## src/rtl/shield_ctrl.sv

```systemverilog
// ============================================================================
// Module   : shield_ctrl
// Brief    : Shield power-up game logic. Handles pickup visibility, pickup
//            detection, a framed lifetime with blink warning, single-hit
//            absorption and respawn cooldown.
// Revision : 1.0 - initial release
// ============================================================================
`default_nettype none

module shield_ctrl #(
    parameter int XPOS           = 300,
    parameter int YPOS           = 200,
    parameter int OFFSET         = 64,
    parameter int PLAYER_SIZE    = 64,
    parameter int SHIELD_FRAMES  = 600,
    parameter int BLINK_FRAMES   = 120,
    parameter int BLINK_PERIOD   = 8,
    parameter int RESPAWN_FRAMES = 900
) (
    input  logic        clk,
    input  logic        rst,
    input  logic        start_game,
    input  logic        vblnk,
    input  logic [10:0] player_x,
    input  logic [10:0] player_y,
    input  logic        hit,
    output logic        en,
    output logic        is_shielded,
    output logic        shield_vis,
    output logic        player_hit,
    output logic        hit_absorbed,
    output logic [9:0]  time_left
);

    localparam int                c_PH_W     = (BLINK_PERIOD > 1) ? $clog2(BLINK_PERIOD) : 1;
    localparam logic [c_PH_W-1:0] c_PH_LAST  = c_PH_W'(BLINK_PERIOD - 1);
    localparam logic [9:0]        c_SHIELD   = 10'(SHIELD_FRAMES);
    localparam logic [9:0]        c_BLINK    = 10'(BLINK_FRAMES);
    localparam logic [9:0]        c_RESPAWN  = 10'(RESPAWN_FRAMES);
    localparam logic [11:0]       c_X_LO     = 12'(XPOS);
    localparam logic [11:0]       c_X_HI     = 12'(XPOS + OFFSET);
    localparam logic [11:0]       c_Y_LO     = 12'(YPOS);
    localparam logic [11:0]       c_Y_HI     = 12'(YPOS + OFFSET);
    localparam logic [11:0]       c_PSIZE    = 12'(PLAYER_SIZE);

    typedef enum logic [2:0] {
        S_IDLE      = 3'd0,
        S_AVAILABLE = 3'd1,
        S_ACTIVE    = 3'd2,
        S_BLINK     = 3'd3,
        S_COOLDOWN  = 3'd4
    } state_t;

    state_t              r_state;
    logic [9:0]          r_timer;
    logic [c_PH_W-1:0]   r_phase;
    logic                r_vblnk_q;

    logic                w_tick;
    logic                w_ovl;
    logic [11:0]         w_px;
    logic [11:0]         w_py;
    logic [9:0]          w_timer_dec;

    // Widened by one bit so that position + size cannot wrap.
    assign w_px        = {1'b0, player_x};
    assign w_py        = {1'b0, player_y};
    assign w_ovl       = (w_px < c_X_HI) && ((w_px + c_PSIZE) > c_X_LO)
                      && (w_py < c_Y_HI) && ((w_py + c_PSIZE) > c_Y_LO);
    assign w_tick      = vblnk & ~r_vblnk_q;
    assign w_timer_dec = (r_timer == 10'd0) ? 10'd0 : (r_timer - 10'd1);
    assign time_left   = r_timer;

    always_ff @(posedge clk) begin
        if (rst) begin
            r_state      <= S_IDLE;
            r_timer      <= 10'd0;
            r_phase      <= '0;
            r_vblnk_q    <= 1'b0;
            en           <= 1'b0;
            is_shielded  <= 1'b0;
            shield_vis   <= 1'b0;
            player_hit   <= 1'b0;
            hit_absorbed <= 1'b0;
        end else begin
            r_vblnk_q    <= vblnk;
            player_hit   <= 1'b0;
            hit_absorbed <= 1'b0;
            if (!start_game) begin
                r_state     <= S_IDLE;
                r_timer     <= 10'd0;
                r_phase     <= '0;
                en          <= 1'b0;
                is_shielded <= 1'b0;
                shield_vis  <= 1'b0;
            end else begin
                case (r_state)
                    S_IDLE: begin
                        r_state <= S_AVAILABLE;
                        en      <= 1'b1;
                    end
                    S_AVAILABLE: begin
                        if (hit) begin
                            player_hit <= 1'b1;
                        end
                        if (w_ovl) begin
                            r_state     <= S_ACTIVE;
                            r_timer     <= c_SHIELD;
                            en          <= 1'b0;
                            is_shielded <= 1'b1;
                            shield_vis  <= 1'b1;
                        end
                    end
                    S_ACTIVE, S_BLINK: begin
                        // A hit beats a same-cycle expiry: the shield is spent absorbing it.
                        if (hit || (w_tick && (w_timer_dec == 10'd0))) begin
                            hit_absorbed <= hit;
                            r_state      <= S_COOLDOWN;
                            r_timer      <= c_RESPAWN;
                            is_shielded  <= 1'b0;
                            shield_vis   <= 1'b0;
                        end else if (w_tick) begin
                            r_timer <= w_timer_dec;
                            if (r_state == S_ACTIVE) begin
                                if (w_timer_dec == c_BLINK) begin
                                    r_state    <= S_BLINK;
                                    r_phase    <= '0;
                                    shield_vis <= 1'b1;
                                end
                            end else if (r_phase == c_PH_LAST) begin
                                r_phase    <= '0;
                                shield_vis <= ~shield_vis;
                            end else begin
                                r_phase <= r_phase + c_PH_W'(1);
                            end
                        end
                    end
                    S_COOLDOWN: begin
                        if (hit) begin
                            player_hit <= 1'b1;
                        end
                        if (w_tick) begin
                            r_timer <= w_timer_dec;
                            if (w_timer_dec == 10'd0) begin
                                r_state <= S_AVAILABLE;
                                en      <= 1'b1;
                            end
                        end
                    end
                    default: begin
                        r_state     <= S_IDLE;
                        r_timer     <= 10'd0;
                        en          <= 1'b0;
                        is_shielded <= 1'b0;
                        shield_vis  <= 1'b0;
                    end
                endcase
            end
        end
    end

endmodule

`default_nettype wire

```

## config.mk

```make
export PLATFORM = sky130hd
export DESIGN_NAME = shield_ctrl
export DESIGN_NICKNAME = d
export VERILOG_FILES = /design/src/rtl/shield_ctrl.sv
export SDC_FILE = /design/constraint.sdc
export NUM_CORES = 1
export LEC_CHECK = 0
export BUFFER_PORTS_ARGS = -buffer_cell sky130_fd_sc_hd__buf_2
export CAP_MARGIN = 15
export CORE_ASPECT_RATIO = 0.8
export CORE_UTILIZATION = 56
export DETAILED_ROUTE_END_ITERATION = 7
export PLACE_DENSITY = 0.91
export SLEW_MARGIN = 20
export SYNTH_ARGS = -nofsm -noshare
export SYNTH_HDL_FRONTEND = slang
export SYNTH_SLANG_ARGS = --single-unit
```

## constraint.sdc

```tcl
create_clock -name clk -period 6.1 [get_ports clk]
set_input_delay 1.22 -clock clk [delete_from_list [all_inputs] [get_ports clk]]
set_output_delay 1.22 -clock clk [all_outputs]
set_load 0.01 [all_outputs]
```

**After elaboration in Yosys (flattened, before gate mapping)**

Index checks and enable logic that the tools add are counted.

- Bits in registers: 22
- Bits of input ports: 27
- Output and inout bits: 15
- Logic and storage cells: 92

- Add/sub/neg operators: 4
- Order comparisons: 4
- Equal/unequal tests: 16
- Muxes and demuxes: 30
- Bitwise logic cells: 9
- Reductions and logical operators: 20

Operators by type and width:

| operator | count |
|---|---|
| 10-bit 2-to-1 mux | 4 |
| 10-bit case mux with 4 select lines | 1 |
| 3-bit 2-to-1 mux | 10 |
| 11-bit by 7-bit adder with 12-bit output, second input constant | 2 |
| 11-bit by 9-bit less-than comparator with 1-bit output, second input constant | 2 |
| 10-bit logical NOT | 2 |
| 12-bit by 8-bit > comparator with 1-bit output, second input constant | 1 |
| 12-bit by 9-bit > comparator with 1-bit output, second input constant | 1 |
| 3-bit case mux with 4 select lines | 1 |
| 1-bit 2-to-1 mux | 11 |
| 10-bit by 7-bit equality test with 1-bit output, second input constant | 1 |
| 10-bit by 1-bit subtractor with 10-bit output, second input constant | 1 |
| 3-bit != test, second input constant | 3 |
| 2-bit != test, second input constant | 4 |
| 4-bit != test, second input constant | 2 |
| 1-bit inverter | 8 |
| 4-bit AND reduction | 2 |
| 2-bit OR reduction | 4 |
| 3-bit by 2-bit equality test with 1-bit output, second input constant | 2 |
| 3-bit equality test, second input constant | 2 |
| 1-bit case mux with 3 select lines | 2 |
| 6-bit AND reduction | 1 |
| 5-bit AND reduction | 1 |
| 1-bit logical AND | 4 |
| other kinds (11) | 11 |

**Longest topological paths before layout**

- Depth in word-level cells: 8
- Mapped depth: 10
- Gate-level depth less buffers: 9

**Worst setup path before layout**

OpenSTA, ideal clock, no wires.

- Kind: input-to-reg
- Start: input port player_y[6]
- End: register r_timer[3] (netlist: time_left[3])
- Setup time: 126 ps
- Data arrival time: 2879 ps
- Required time: 5974 ps
- Setup slack: 3095 ps
- Stages on the path: 9
- Path buffers: 0
- Cell sequence: inv_1 ha_1 nor3_1 a21oi_1 a2111oi_0 o21ai_2 o21ai_1 nand2b_1 o22ai_1

- Cells in the longest elaborated chain, start to end: 5
- Elaborated cells between the ends (all ways): 7
- Classes of those cells: 1 x add/sub; 2 x order compare; 1 x eq/ne; 3 x reduce/logical

Ends and longest elaborated chain:

| item | RTL line | text |
|---|---|---|
| start, declared | 25 | `input logic [10:0] player_y,` |
| 11-bit by 7-bit adder with 12-bit output / 11-bit by 9-bit less-than comparator with 1-bit output (equally long branches) | 69 | `&& (w_py < c_Y_HI) && ((w_py + c_PSIZE) > c_Y_LO);` |
| 12-bit by 8-bit > comparator with 1-bit output / 1-bit logical AND (equally long branches) | 69 |  |
| 1-bit logical AND (*) | 69 |  |
| 2-bit != test (no line) (*) | -- |  |
| 2-bit AND reduction (no line) (*) | -- |  |
| end signal, assigned | 108 | `r_timer <= c_SHIELD;` |
| end signal, assigned | 119 | `r_timer <= c_RESPAWN;` |
| end signal, assigned | 123 | `r_timer <= w_timer_dec;` |
| end, declared | 55 | `logic [9:0] r_timer;` |

Every way passes the cells marked *; elsewhere a longest branch is shown, timed or not.
A chain may end at the register's enable or synchronous reset.

**Worst setup path after layout**

Ends and elaborated chain as after synthesis.

==> impl_metrics.env <==
export IMPL_status="finished clean"
export IMPL_dieHeight_um=50.1
export IMPL_p_leak_uw=0.000801
export IMPL_synth_seq_cells=22
export IMPL_async_flop_share=0
export IMPL_dr_total_vias=1790
export IMPL_cts_tree="done"
export IMPL_synthesis_area_um2=1620
export IMPL_n_antenna_cell=0
export IMPL_via_per_inst=6.35
export IMPL_dpl_worst_slack_ns=2.67
export IMPL_max_cap_violations=0
export IMPL_rrSetupSlack_ns=3.40
export IMPL_rsz0062_at_grt="false"
export IMPL_die_w_um=62.1
export IMPL_crit_path_start_kind="input pin"
export IMPL_grtUsageTotal=0.279
export IMPL_ys_seq_area_frac=0.272
export IMPL_grt_pass1_wl_um=6950
export IMPL_drt_total_wl_um=4230
export IMPL_synth_edf_count=0
export IMPL_drt_iter0_markers=133
export IMPL_hold_depth=2
export IMPL_ys_types=62
export IMPL_cts_sinks=22
export IMPL_yosys_area_share_simple=0.301
export IMPL_cts_root_buf="clkbuf_4"
export IMPL_cts_max_level=1
export IMPL_max_freq_mhz=320
export IMPL_clk_pin_slew_ns=0.13
export IMPL_hold_buffers=0
export IMPL_antenna_found_initial=0
export IMPL_max_slew_margin_rel=0.304
export IMPL_grt_pass1_vias=1531
export IMPL_avgSynthCellArea_um2=7.79
export IMPL_timing_hold_ws_ns=0.502
export IMPL_cts_made_buffers=3
export IMPL_hp_class="reg -> reg"
export IMPL_overflow=0
export IMPL_worstPathRequired_ns=6.31
export IMPL_nFillCells=238
export IMPL_synthMuxAreaShare=0.0185
export IMPL_area_delta_synth_final_pct=14.9
export IMPL_endpoint_kind="register"
export IMPL_setup_viol=0
export IMPL_drtAntennaViolNets=0
export IMPL_crit_type="in -> reg"
export IMPL_finalHoldViolCount=0
export IMPL_fp_dieArea_um2=3110
export IMPL_ys_warn_count=0
export IMPL_post_route_period_util=0.512
export IMPL_post_cts_resized=0
export IMPL_synthFlopType="dfxtp_1"
export IMPL_vdd_drop_max_mv=0.121
export IMPL_tns_ns=0
export IMPL_syn_num_nets=240
export IMPL_drive_gt1_frac=0.266
export IMPL_cts_setup_buffers=0
export IMPL_slew_violations=0
export IMPL_synthAdderAreaFrac=0.0386
export IMPL_drtPass1Iterations=5
export IMPL_portBuffers=41
export IMPL_ctsLongestPathBuffers=2
export IMPL_globalplace_congestion=0.950
export IMPL_core_area_um2=2740
export IMPL_dp_hpwl_um=3140
export IMPL_final_util=0.679
export IMPL_nNetsFinal=277
export IMPL_syn_inst=208
export IMPL_ioPinCount=42
export IMPL_synth_top_family_by_area="compound AO/OA/AOI/OAI gates"
export IMPL_powerDensity_nw_per_um2=154
export IMPL_start_util=0.591
export IMPL_setup_ws_ns=2.98
export IMPL_finalCriticalPeriod_ns=3.12
export IMPL_wl_per_cell_um=15.0
export IMPL_worst_pin_slew_ns=1.04
export IMPL_reg2reg_depth=9
export IMPL_synth_compound_area_frac=0.307
export IMPL_skew_ns=0.0113
export IMPL_arrival_ns=3.34
export IMPL_final_common_cell="buf_2"
export IMPL_worstPathMaxFanout=8
export IMPL_clock_latency_ns=0.32
export IMPL_drcViolationCount=0
export IMPL_synth_xor_area_frac=0.0108
export IMPL_fp_row_count=17
export IMPL_final_cell_mix="buf_2 (41), dfxtp_1 (22), nand2_1 (21)"
export IMPL_grt_max_degree=16
==> metal layers <==
metal / share of wire / track usage / vias to the layer above / wire length (um)
met2: 0.45 / 0.423 / 97 / 1910
met4: 0.011 / 0.0698 / 0 / 46
met1: 0.44 / 0.390 / 824 / 1860
met5: 0 / 0 / - / 0
met3: 0.097 / 0.0741 / 6 / 412
li1: - / - / 863 / -
==> state kept, by name, indices dropped and copies added, names as in the netlist <==
signal / count
player_hit: 1
is_shielded: 1
r_phase: 3
en: 1
r_state: 3
shield_vis: 1
hit_absorbed: 1
r_vblnk_q: 1
time_left: 10
==> layout make-up <==
cell class	count	area, um2	area share
inverter	10	37.5	0.0202
clock buffer	4	36.3	0.0195
tap	38	47.5	0.0255
timing repair buffer	41	205	0.110
sequential	22	440	0.237
multi-input combinational	167	1090	0.588
==> critical path, stage by stage <==
cell,delay (ns)
buf_2,0.12
inv_1,0.05
ha_1,0.28
nor3_1,0.17
a21oi_1,0.09
a2111oi_0,0.50
o21ai_2,0.19
o21ai_1,0.38
nand2b_1,0.23
o22ai_1,0.10
==> per-stage QoR <==
stage | std cells | power, uW | cell area (um2)
floorplan | 208 | 188 | 1620
global placement | 278 | 205 | 1830
detailed placement | 278 | 207 | 1830
CTS | 282 | 287 | 1860
global route | 282 | 299 | 1860
finish | 282 | 287 | 1860
==> path summary, 6_finish.rpt <==
check                                  from                   endpoint
setup / recovery                player_y[6]  time_left[3]$_SDFFE_PP0P_
hold / removal      shield_vis$_SDFFE_PP0P_    shield_vis$_SDFFE_PP0P_
setup reg to reg  time_left[0]$_SDFFE_PP0P_    r_phase[2]$_SDFFE_PP0P_
hold reg to reg     shield_vis$_SDFFE_PP0P_    shield_vis$_SDFFE_PP0P_
==> synthesized netlist by cell type (3+ instances only) <==
cell	n	share of area
nor3_1	10	0.031
o21ai_0	7	0.022
nand2_1	21	0.049
a22oi_1	4	0.019
nand3_1	6	0.019
clkbuf_1	5	0.012
a21oi_1	14	0.043
ha_1	5	0.039
nand4_1	4	0.015
nor2b_1	3	0.012
inv_1	10	0.023
o22ai_1	4	0.015
nand2b_1	7	0.027
dfxtp_1	22	0.27
mux2i_1	3	0.019
a31o_2	3	0.016
and3_1	3	0.012
a31oi_1	5	0.019
o211ai_1	3	0.014
nor4_1	5	0.019
nor2_1	14	0.032
==> logic make-up after synthesis <==
logic type                 Yosys count
and+or+nand+nor                     89
AOI/OAI and AO/OA                   68
DFF                                 22
buffers and inverters               19
adders and majority gates            5
muxes                                3
xor gates and xnor gates             2
==> where the power goes <==
group	total [uW]	internal [uW]	switching [uW]
clock	82.0	36.5	45.5
sequential	150	146	4.14
combinational	54.6	23.2	31.4
total	287	206	81.1
(Power assumes the default switching activity.)
